--- src/rtl/mem_arbiter.sv ---
// Two-port arbiter in front of a single-port synchronous memory.
// Handles one access at a time (IDLE -> ISSUE -> RESP) with round-robin or fixed priority.
module mem_arbiter #(
    parameter int unsigned ADDR_W = 8,
    parameter int unsigned DATA_W = 8,
    parameter bit          RR_EN  = 1'b1
) (
    input  logic              clk,
    input  logic              reset,
    input  logic              m0_req,
    input  logic              m0_we,
    input  logic [ADDR_W-1:0] m0_addr,
    input  logic [DATA_W-1:0] m0_wdata,
    output logic              m0_ack,
    output logic [DATA_W-1:0] m0_rdata,
    input  logic              m1_req,
    input  logic              m1_we,
    input  logic [ADDR_W-1:0] m1_addr,
    input  logic [DATA_W-1:0] m1_wdata,
    input  logic              m1_lock,
    output logic              m1_ack,
    output logic [DATA_W-1:0] m1_rdata,
    output logic              mem_en,
    output logic              mem_we,
    output logic [ADDR_W-1:0] mem_addr,
    output logic [DATA_W-1:0] mem_wdata,
    input  logic [DATA_W-1:0] mem_rdata,
    output logic              cpu_hold,
    output logic              busy
);

    typedef enum logic [1:0] {IDLE, ISSUE, RESP} state_e;

    state_e            state_q, state_d;
    logic              owner_q, owner_d;   // 1 = port 1 owns the access
    logic              last_q, last_d;     // last granted port
    logic              rd_q, rd_d;
    logic              mem_en_q, mem_en_d;
    logic              mem_we_q, mem_we_d;
    logic [ADDR_W-1:0] mem_addr_q, mem_addr_d;
    logic [DATA_W-1:0] mem_wdata_q, mem_wdata_d;
    logic              m0_ack_q, m0_ack_d;
    logic              m1_ack_q, m1_ack_d;
    logic              cpu_hold_q, cpu_hold_d;
    logic              busy_q, busy_d;
    logic              elig0, elig1, win1;

    always_comb begin
        // NOTE: every output of this block gets a default first, so no path can infer a latch.
        state_d     = state_q;
        owner_d     = owner_q;
        last_d      = last_q;
        rd_d        = rd_q;
        mem_en_d    = 1'b0;
        mem_we_d    = mem_we_q;
        mem_addr_d  = mem_addr_q;
        mem_wdata_d = mem_wdata_q;
        m0_ack_d    = 1'b0;
        m1_ack_d    = 1'b0;

        elig0 = m0_req && !m1_lock;
        elig1 = m1_req;
        if (elig0 && elig1) begin
            win1 = RR_EN ? !last_q : 1'b1;
        end else begin
            win1 = elig1;
        end

        case (state_q)
            IDLE: begin
                if (elig0 || elig1) begin
                    state_d     = ISSUE;
                    owner_d     = win1;
                    last_d      = win1;
                    mem_en_d    = 1'b1;
                    mem_we_d    = win1 ? m1_we : m0_we;
                    rd_d        = win1 ? !m1_we : !m0_we;
                    mem_addr_d  = win1 ? m1_addr : m0_addr;
                    mem_wdata_d = win1 ? m1_wdata : m0_wdata;
                end
            end
            ISSUE: begin
                state_d  = RESP;
                mem_we_d = 1'b0;
                m0_ack_d = !owner_q;
                m1_ack_d = owner_q;
            end
            RESP: begin
                // Return to IDLE without sampling requests on this edge.
                state_d = IDLE;
            end
            default: state_d = IDLE;
        endcase

        cpu_hold_d = m1_lock || ((state_d != IDLE) && owner_d);
        busy_d     = (state_d != IDLE);
    end

    always_ff @(posedge clk) begin
        // NOTE: sequential state uses non-blocking assignments so all flops update together at the edge.
        if (reset) begin
            state_q     <= IDLE;
            owner_q     <= 1'b0;
            last_q      <= 1'b0;
            rd_q        <= 1'b0;
            mem_en_q    <= 1'b0;
            mem_we_q    <= 1'b0;
            mem_addr_q  <= '0;
            mem_wdata_q <= '0;
            m0_ack_q    <= 1'b0;
            m1_ack_q    <= 1'b0;
            cpu_hold_q  <= 1'b0;
            busy_q      <= 1'b0;
        end else begin
            state_q     <= state_d;
            owner_q     <= owner_d;
            last_q      <= last_d;
            rd_q        <= rd_d;
            mem_en_q    <= mem_en_d;
            mem_we_q    <= mem_we_d;
            mem_addr_q  <= mem_addr_d;
            mem_wdata_q <= mem_wdata_d;
            m0_ack_q    <= m0_ack_d;
            m1_ack_q    <= m1_ack_d;
            cpu_hold_q  <= cpu_hold_d;
            busy_q      <= busy_d;
        end
    end

    // Memory read data is only valid in RESP, so it is passed through gated by the ack.
    assign m0_rdata  = (m0_ack_q && rd_q) ? mem_rdata : '0;
    assign m1_rdata  = (m1_ack_q && rd_q) ? mem_rdata : '0;
    assign m0_ack    = m0_ack_q;
    assign m1_ack    = m1_ack_q;
    assign mem_en    = mem_en_q;
    assign mem_we    = mem_we_q;
    assign mem_addr  = mem_addr_q;
    assign mem_wdata = mem_wdata_q;
    assign cpu_hold  = cpu_hold_q;
    assign busy      = busy_q;

endmodule

--- config.mk ---
export PLATFORM = sky130hd
export DESIGN_NAME = mem_arbiter
export DESIGN_NICKNAME = d
export VERILOG_FILES = /design/src/rtl/mem_arbiter.sv
export SDC_FILE = /design/constraint.sdc
export NUM_CORES = 1
export LEC_CHECK = 0
export BUFFER_PORTS_ARGS = -buffer_cell sky130_fd_sc_hd__buf_4
export CAP_MARGIN = 25
export CELL_PAD_IN_SITES_DETAIL_PLACEMENT = 0
export CELL_PAD_IN_SITES_GLOBAL_PLACEMENT = 1
export CORE_MARGIN = 2
export CORE_UTILIZATION = 29
export CTS_BUF_LIST = sky130_fd_sc_hd__clkbuf_16
export CTS_CLUSTER_SIZE = 28
export DETAILED_ROUTE_END_ITERATION = 10
export GPL_ROUTABILITY_DRIVEN = 0
export PLACE_DENSITY_LB_ADDON = 0.1
export SLEW_MARGIN = 10
export SYNTH_ARGS = -nofsm -noshare
export SYNTH_HDL_FRONTEND = slang
export SYNTH_SLANG_ARGS = --single-unit
--- constraint.sdc ---
create_clock -name clk -period 1.79 [get_ports clk]
set_clock_uncertainty 0.05 [all_clocks]
set_input_delay 0.2685 -clock clk [delete_from_list [all_inputs] [get_ports clk]]
set_output_delay 0.2685 -clock clk [all_outputs]
set_load 0.03 [all_outputs]
==> metrics.txt, run 1 <==
Yosys top cell area share 0.409; register bit total from synthesis 27; wl on met1 1670 um; syn_area_per_cell 9.05 um^2; CP startpoint kind register; Num CTS Buffers 3; hpwl dp 2960 um; sw power 0.493 mW; die height 71.5 um; peak supply drop 363 uV; Crit. End Element primary output; setup bufs post-CTS 0; DP Cell Count 277; dpl ws 0.207 ns; die area 5110 um^2; Final Instance Count excl. Fillers 281; Final setup viols 0; DR pass1 iterations 4; hold path start m0_we; ant diodes 0; Starting Density 0.301; Sequential Power Share 0.420; Rel. slew slack 0.686; setup ws final 0.234 ns; Synth Instances 146; worst path bufs/invs 1; Area growth syn-to-layout 56.5%; CTS clock-pin slew for the worst setup and hold paths 0.06 ns; final cycle utilization of the critical path 0.869; Final nets 277; Worst EP required 1.47 ns; Global Route Usage Sum 0.158; Core Region 4380 um^2; reg2reg end mem_addr[3]; RR Startpoint state_q[1]; worst hold path stage count 3; initial drt markers 64; post-synthesis async set-or-reset flop share 0; Via Count 1,453; Num Clock Sinks 27; syn nets 193; Max Cap Viol 0; worst skew pair latency 0.25 ns; Synth area leaders dfxtp_1, a221oi_1, a211oi_1, and3_1, o21ai_0; Critical-path top delay cell dfxtp_1; Netlist Area Pre-Place 1320 um^2; yosys warns 0; Final min period 1.56 ns; Final Hold Vio Count 0; Post-route DRC 0; WL final 3980 um; Ports 85; first-pass GRT wire length 6570 um; Site Rows 24; run status complete, no violations; Port Buffers 84; Synth area leader dfxtp_1; hold path endpoint rd_q; fillers 428; initial antenna violation count 0; number of global-route vias before repair 1,409; Via-to-Cell Ratio 5.17; unrepaired setup endpoints after global routing false; top routing layer used met4; Hold Buf Count CTS 0; switching part of the total 0.297; Post-synth EDFFs 0; CP max stage delay 0.58 ns; H-tree Lvls 1; critical path fanouts, max 17; crit path kind reg2out; Fmax 643 MHz; critical-path cell list and3_1, buf_4; Worst path top cell family by delay flip-flops; largest net degree at the start of global routing 28; Seq/Total Area, Yosys 0.409; GR Overflow Total 0; CTS max path bufs 2; Final ANT Viol Nets 0; CTS tree done; Static Leakage 0.985 nW; Pins Over Slew Limit 0; wire per inst 14.2 um; pwr dens 804 nW/um^2; P_int 1.17 mW; CTS root buf clkbuf_16; post-route setup TNS 0 ns; r2r worst-path depth 4; share of layout cells above drive strength 1 0.432; met2 wire len 1900 um; post-cts sizing count 0; Synth cell types 30; Slew @ Worst Pin 0.471 ns; Power Total 1.66 mW; part of the power in combinational logic 0.284; DR WL met3 383 um; cell with the most instances after synthesis dfxtp_1; Die X 71.5 um; worst hold path class in2reg; Worst Path Arrival 1.24 ns; reg-to-reg slack, setup 0.30 ns; Clock Power Share 0.296; Top FF cell, synth dfxtp_1; Synth top cells by count dfxtp_1, nor2_1, o21ai_0
cell families (layout without fill, tap and decap cells):
group,after synthesis,after routing,synth area share
AO/OA/AOI/OAI,56,56,0.312
buffers and inverters,13,96,0.0634
flip-flops,27,27,0.409
multiplexers,1,1,0.00852
AND/OR/NAND/NOR,49,49,0.207
stage by stage:
| step | instance area [um^2] | util | hold slack (ns) |
|---|---|---|---|
| floorplan | 1320 | - | 0.374 |
| global placement | 1990 | 0.454 | 0.397 |
| detailed placement | 1990 | 0.454 | 0.406 |
| CTS | 2070 | 0.472 | 0.290 |
| global route | 2070 | 0.472 | 0.309 |
| finish | 2070 | 0.472 | 0.295 |
final cells by class:
cell class              instances  area (um^2)  share of cell area
repair buffers                 91          683               0.330
well taps                      52         65.1              0.0315
multi-input cells             106          697               0.337
flip-flops and latches         27          541               0.261
inverters                       1         3.75             0.00181
clock inverters                 1         3.75             0.00181
clock buffers                   3         75.1              0.0363
tightest hold or removal path, cell delays in order:
cell,delay (ns)
buf_4,0.08
mux2_2,0.14
o31ai_1,0.07
layer usage:
layer	track usage	vias up
met5	0	-
met4	0.0461	0
met3	0.0352	4
met2	0.267	80
met1	0.202	642
li1	-	727
placed cells by master, fill, tap and decap left out, types with 2 or more instances in the layout:
cell type / n
nor2_1: 21
and3_1: 16
o21ai_0: 17
clkbuf_16: 3
nor3_1: 2
a221oi_1: 16
a211oi_1: 16
dfxtp_1: 27
buf_4: 91
inv_1: 2
worst max-delay path by stage:
stage	start	endpoint	slack, ns	cells after the start
finish	rd_q	m0_rdata[3]	0.23	2
global route	state_q[1]	mem_addr[3]	0.14	4
CTS	rd_q	m0_rdata[3]	0.22	2
detailed placement	m1_req	mem_addr[3]	0.21	6
global placement	m1_req	mem_wdata[7]	0.27	6
floorplan	last_q	rd_q	0.38	5
power by group through the flow:
stage / registers, mW / clock network [mW] / logic (mW)
global route: 0.707 / 0.538 / 0.513
finish: 0.698 / 0.493 / 0.472
global placement: 0.711 / 0 / 0.470
CTS: 0.699 / 0.515 / 0.476
detailed placement: 0.711 / 0 / 0.475
floorplan: 0.795 / 0 / 0.190
(Power assumes the default switching activity.)
==> run 2: changes to the inputs <==
--- a/config.mk
+++ b/config.mk
@@ -5,15 +5,15 @@
 export SDC_FILE = /design/constraint.sdc
 export NUM_CORES = 1
 export LEC_CHECK = 0
-export BUFFER_PORTS_ARGS = -buffer_cell sky130_fd_sc_hd__buf_4
 export CAP_MARGIN = 25
 export CELL_PAD_IN_SITES_DETAIL_PLACEMENT = 0
 export CELL_PAD_IN_SITES_GLOBAL_PLACEMENT = 1
 export CORE_MARGIN = 2
-export CORE_UTILIZATION = 29
+export CORE_UTILIZATION = 42
 export CTS_BUF_LIST = sky130_fd_sc_hd__clkbuf_16
 export CTS_CLUSTER_SIZE = 28
 export DETAILED_ROUTE_END_ITERATION = 10
+export DONT_BUFFER_PORTS = 1
 export GPL_ROUTABILITY_DRIVEN = 0
 export PLACE_DENSITY_LB_ADDON = 0.1
 export SLEW_MARGIN = 10
==> metrics.txt, run 2 (synthesis gave the netlist of run 1 again) <==
run status complete, no violations; Fmax 648 MHz; GR Overflow Total 0; Final setup viols 0; worst skew pair latency 0.26 ns; CTS clock-pin slew for the worst setup and hold paths 0.06 ns; Rel. slew slack 0.687; Critical path origin last_q; Die X 60.1 um; CP startpoint kind register; CTS tree done; CTS root buf clkbuf_16; WL final 3380 um; Final Hold Vio Count 0; Static Leakage 0.569 nW; most frequent cells in the layout dfxtp_1, nor2_1, o21ai_0; ant diodes 0; hpwl dp 2430 um; Num Clock Sinks 27; reg-to-reg slack, setup 0.25 ns; share of layout cells above drive strength 1 0.110; Num CTS Buffers 3; Area growth syn-to-layout 8.62%; critical path fanouts, max 19; crit path kind reg2reg; Via-to-Cell Ratio 6.05; Slew @ Worst Pin 0.468 ns; worst hold path class in2reg; peak supply drop 425 uV; Starting Density 0.436; initial antenna violation count 0; post-cts sizing count 0; die area 3610 um^2; Global Route Usage Sum 0.186; fillers 294; first-pass GRT wire length 4960 um; unrepaired setup endpoints after global routing false; Pins Over Slew Limit 0; DR pass1 iterations 4; number of global-route vias before repair 1,005; Core Region 3030 um^2; hold path start reset; Crit. End Element register; reg2reg end rd_q; Ports 85; Final nets 194; Max Cap Viol 0; final cycle utilization of the critical path 0.863; hold_ws 0.0270 ns; RR Startpoint last_q; most common cell after layout, fill and taps aside dfxtp_1; Post-route DRC 0; Final ANT Viol Nets 0; Site Rows 20; initial drt markers 67; die height 60.1 um; Critical Path Sink rd_q; pwr dens 1040 nW/um^2; wire per inst 17.8 um; CTS max path bufs 2; largest net degree at the start of global routing 28; Port Buffers 0; Final min period 1.54 ns; r2r worst-path depth 4; setup bufs post-CTS 0; post-route setup TNS 0 ns; H-tree Lvls 1; Hold Buf Count CTS 0; Worst EP required 1.91 ns; post-layout util 0.474; Via Count 1,149; Worst Path Arrival 1.66 ns
## run 2: metal layers
| layer | global-route usage | vias up | wire, um |
|---|---|---|---|
| li1 | - | 564 | - |
| met1 | 0.258 | 534 | 1470 |
| met2 | 0.266 | 49 | 1570 |
| met3 | 0.0693 | 2 | 325 |
| met4 | 0.0603 | 0 | 17 |
| met5 | 0 | - | 0 |
## run 2: report_power, final
part	total, mW	switching (mW)	leakage [nW]	internal [mW]
Combinational	0.213	0.121	0.303	0.0917
Clock	0.491	0.193	0.0423	0.298
Sequential	0.793	0.134	0.223	0.659
## run 2: through the flow
stage / power [mW] / worst slack (ns) / area (um^2) / cells
after global routing: 1.59 / 0.156 / 1440 / 190
after floorplan: 0.986 / 0.384 / 1320 / 146
after detailed placement: 1.02 / 0.245 / 1360 / 186
after CTS: 1.51 / 0.226 / 1440 / 190
final: 1.50 / 0.246 / 1440 / 190
after global placement: 1.01 / 0.322 / 1360 / 186
## run 2: critical path, stage by stage (launching register included)
cell and delay, ns:
dfxtp_1 0.31, and3b_2 0.25, nor2_8 0.25, mux2_2 0.39, o31ai_1 0.19
## run 2: worst min-delay path by stage
stage,end,slack (ns),cells past startpoint
final,state_q[0],0.03,1
after detailed placement,owner_q,0.30,1
after floorplan,m0_ack,0.37,1
after CTS,owner_q,0.02,1
after global routing,owner_q,0.01,1
after global placement,state_q[0],0.29,1
## run 2: final cells by class
class | count | area [um^2] | area share
clock buffer | 3 | 75.1 | 0.0523
inverter | 1 | 3.75 | 0.00262
sequential | 27 | 541 | 0.377
tap | 44 | 55.1 | 0.0384
clock inverter | 1 | 3.75 | 0.00262
timing repair buffer | 8 | 60.1 | 0.0418
multi-input combinational | 106 | 697 | 0.486
==> run 3: changes to the inputs <==
--- a/config.mk
+++ b/config.mk
@@ -5,11 +5,12 @@
 export SDC_FILE = /design/constraint.sdc
 export NUM_CORES = 1
 export LEC_CHECK = 0
+export ABC_AREA = 1
 export CAP_MARGIN = 25
 export CELL_PAD_IN_SITES_DETAIL_PLACEMENT = 0
 export CELL_PAD_IN_SITES_GLOBAL_PLACEMENT = 1
 export CORE_MARGIN = 2
-export CORE_UTILIZATION = 42
+export CORE_UTILIZATION = 39
 export CTS_BUF_LIST = sky130_fd_sc_hd__clkbuf_16
 export CTS_CLUSTER_SIZE = 28
 export DETAILED_ROUTE_END_ITERATION = 10
==> metrics.txt, run 3 <==
DR pass1 iterations 4; CP startpoint kind register; number of global-route vias before repair 1,083; die area 3940 um^2; pwr dens 958 nW/um^2; CTS tree done; P_int 1.04 mW; WL final 3150 um; worst skew pair latency 0.26 ns; largest net degree at the start of global routing 20; ant diodes 0; setup ws final 0.355 ns; switching part of the total 0.312; yosys warns 0; sw power 0.473 mW; Worst path top cell family by delay flip-flops; Critical-path top delay cell dfxtp_1; hold path start reset; Synth area leader dfxtp_1; Pins Over Slew Limit 0; fin area 1580 um^2; xor and xnor area share after synthesis 0; run status complete, no violations; Yosys top cell area share 0.401; CTS clock-pin slew for the worst setup and hold paths 0.06 ns; Power Total 1.51 mW; Starting Density 0.403; Final min period 1.43 ns; Num CTS Buffers 3; CTS root buf clkbuf_16; H-tree Lvls 1; peak supply drop 383 uV; critical path fanouts, max 8; Via-to-Cell Ratio 4.58; die height 62.8 um; RR Startpoint state_q[1]; hold path endpoint rd_q; register bit total from synthesis 27; post-route setup TNS 0 ns; CP max stage delay 0.36 ns; Core Region 3340 um^2; Placed Area 1500 um^2; simple-gate area share of the yosys netlist 0.273; Final Hold Vio Count 0; crit path kind reg2out; post-layout util 0.474; part of the power in combinational logic 0.143; Final setup viols 0; complex-gate fraction of the synthesized area 0.146; Rel. slew slack 0.663; Synth Instances 213; initial antenna violation count 0; syn_area_per_cell 6.32 um^2; post-synthesis mux area share 0; most frequent cells in the layout nor2_1, inv_1, o21ai_1; critical-path cell list nand2_1, nor2_1, buf_4; worst path bufs/invs 1; post-cts sizing count 0; Synth area leaders dfxtp_1, nor2_1, inv_1, o21ai_1, nand2_1; Area growth syn-to-layout 17.4%; most common cell after layout, fill and taps aside nor2_1; Num Clock Sinks 27; cell with the most instances after synthesis nor2_1; Site Rows 21; Synth cell types 16; DP Cell Count 272; Worst Path Arrival 1.12 ns; final cycle utilization of the critical path 0.802; Clock Power Share 0.333; Global Route Usage Sum 0.156; Static Leakage 0.859 nW; Worst EP required 1.47 ns; wire per inst 11.4 um; Final ANT Viol Nets 0; Hold Buf Count CTS 0; Synth top cells by count nor2_1, inv_1, o21ai_1, dfxtp_1, nand2_1; setup bufs post-CTS 0; CTS max path bufs 2; Post-synth EDFFs 0; adder-cell share of the synthesized area 0; Crit. End Element primary output; Fmax 697 MHz; largest family of logic cells by synthesized area simple AND/OR/NAND/NOR gates; Ports 85; worst hold path stage count 1; initial drt markers 53; r2r worst-path depth 7; Seq/Total Area, Yosys 0.401; Post-route DRC 0; unrepaired setup endpoints after global routing false; Final nets 278; dpl ws 0.394 ns; hold_ws 0.0199 ns; Sequential Power Share 0.524; post-synthesis async set-or-reset flop share 0; reg2reg end mem_addr[0]; GR Overflow Total 0; syn nets 260; Netlist Area Pre-Place 1350 um^2; Final Instance Count excl. Fillers 276; fillers 379; worst hold path class in2reg; reg-to-reg slack, setup 0.40 ns; Port Buffers 0; Via Count 1,263; Die X 62.8 um; Max Cap Viol 0; Top FF cell, synth dfxtp_1; Slew @ Worst Pin 0.505 ns; first-pass GRT wire length 4820 um; hpwl dp 2460 um; share of layout cells above drive strength 1 0.135
-- run 3: kinds of logic (layout without fill, tap and decap cells) --
family,Yosys count,in the layout
and+or+nand+nor,92,92
buffers and inverters,57,74
AOI/OAI and AO/OA,37,37
DFF,27,27
-- run 3: worst max path at each step --
stage	to	slack [ns]	cells past startpoint	from
finish	m0_rdata[6]	0.36	3	rd_q
global route	mem_addr[2]	0.26	7	state_q[1]
CTS	m0_rdata[2]	0.32	3	rd_q
detailed placement	mem_wdata[7]	0.39	7	state_q[1]
global placement	mem_addr[0]	0.44	7	state_q[1]
floorplan	m0_rdata[0]	0.34	2	m0_ack
-- run 3: area by class of cell --
type                            instances  area, um^2  share of cell area
Clock buffer                            3        75.1              0.0475
Timing Repair Buffer                   20         150              0.0950
Sequential cell                        27         541               0.342
Tap cell                               46        57.6              0.0364
Inverter                               50         188               0.119
Multi-Input combinational cell        129         564               0.357
Clock inverter                          1        5.00             0.00317
-- run 3: power groups by stage --
stage	clock network [mW]	registers [mW]	logic, mW
2_1_floorplan	0	0.800	0.189
3_3_place_gp	0	0.809	0.210
3_5_place_dp	0	0.809	0.219
4_1_cts	0.517	0.796	0.220
5_1_grt	0.536	0.800	0.248
6_report	0.504	0.794	0.216
-- run 3: layer usage --
metal | GRT usage | up-vias | routed length (um)
met3 | 0.0505 | 4 | 244
met5 | 0 | - | 0
li1 | - | 658 | -
met4 | 0.0667 | 0 | 46
met2 | 0.288 | 55 | 1590
met1 | 0.161 | 546 | 1270
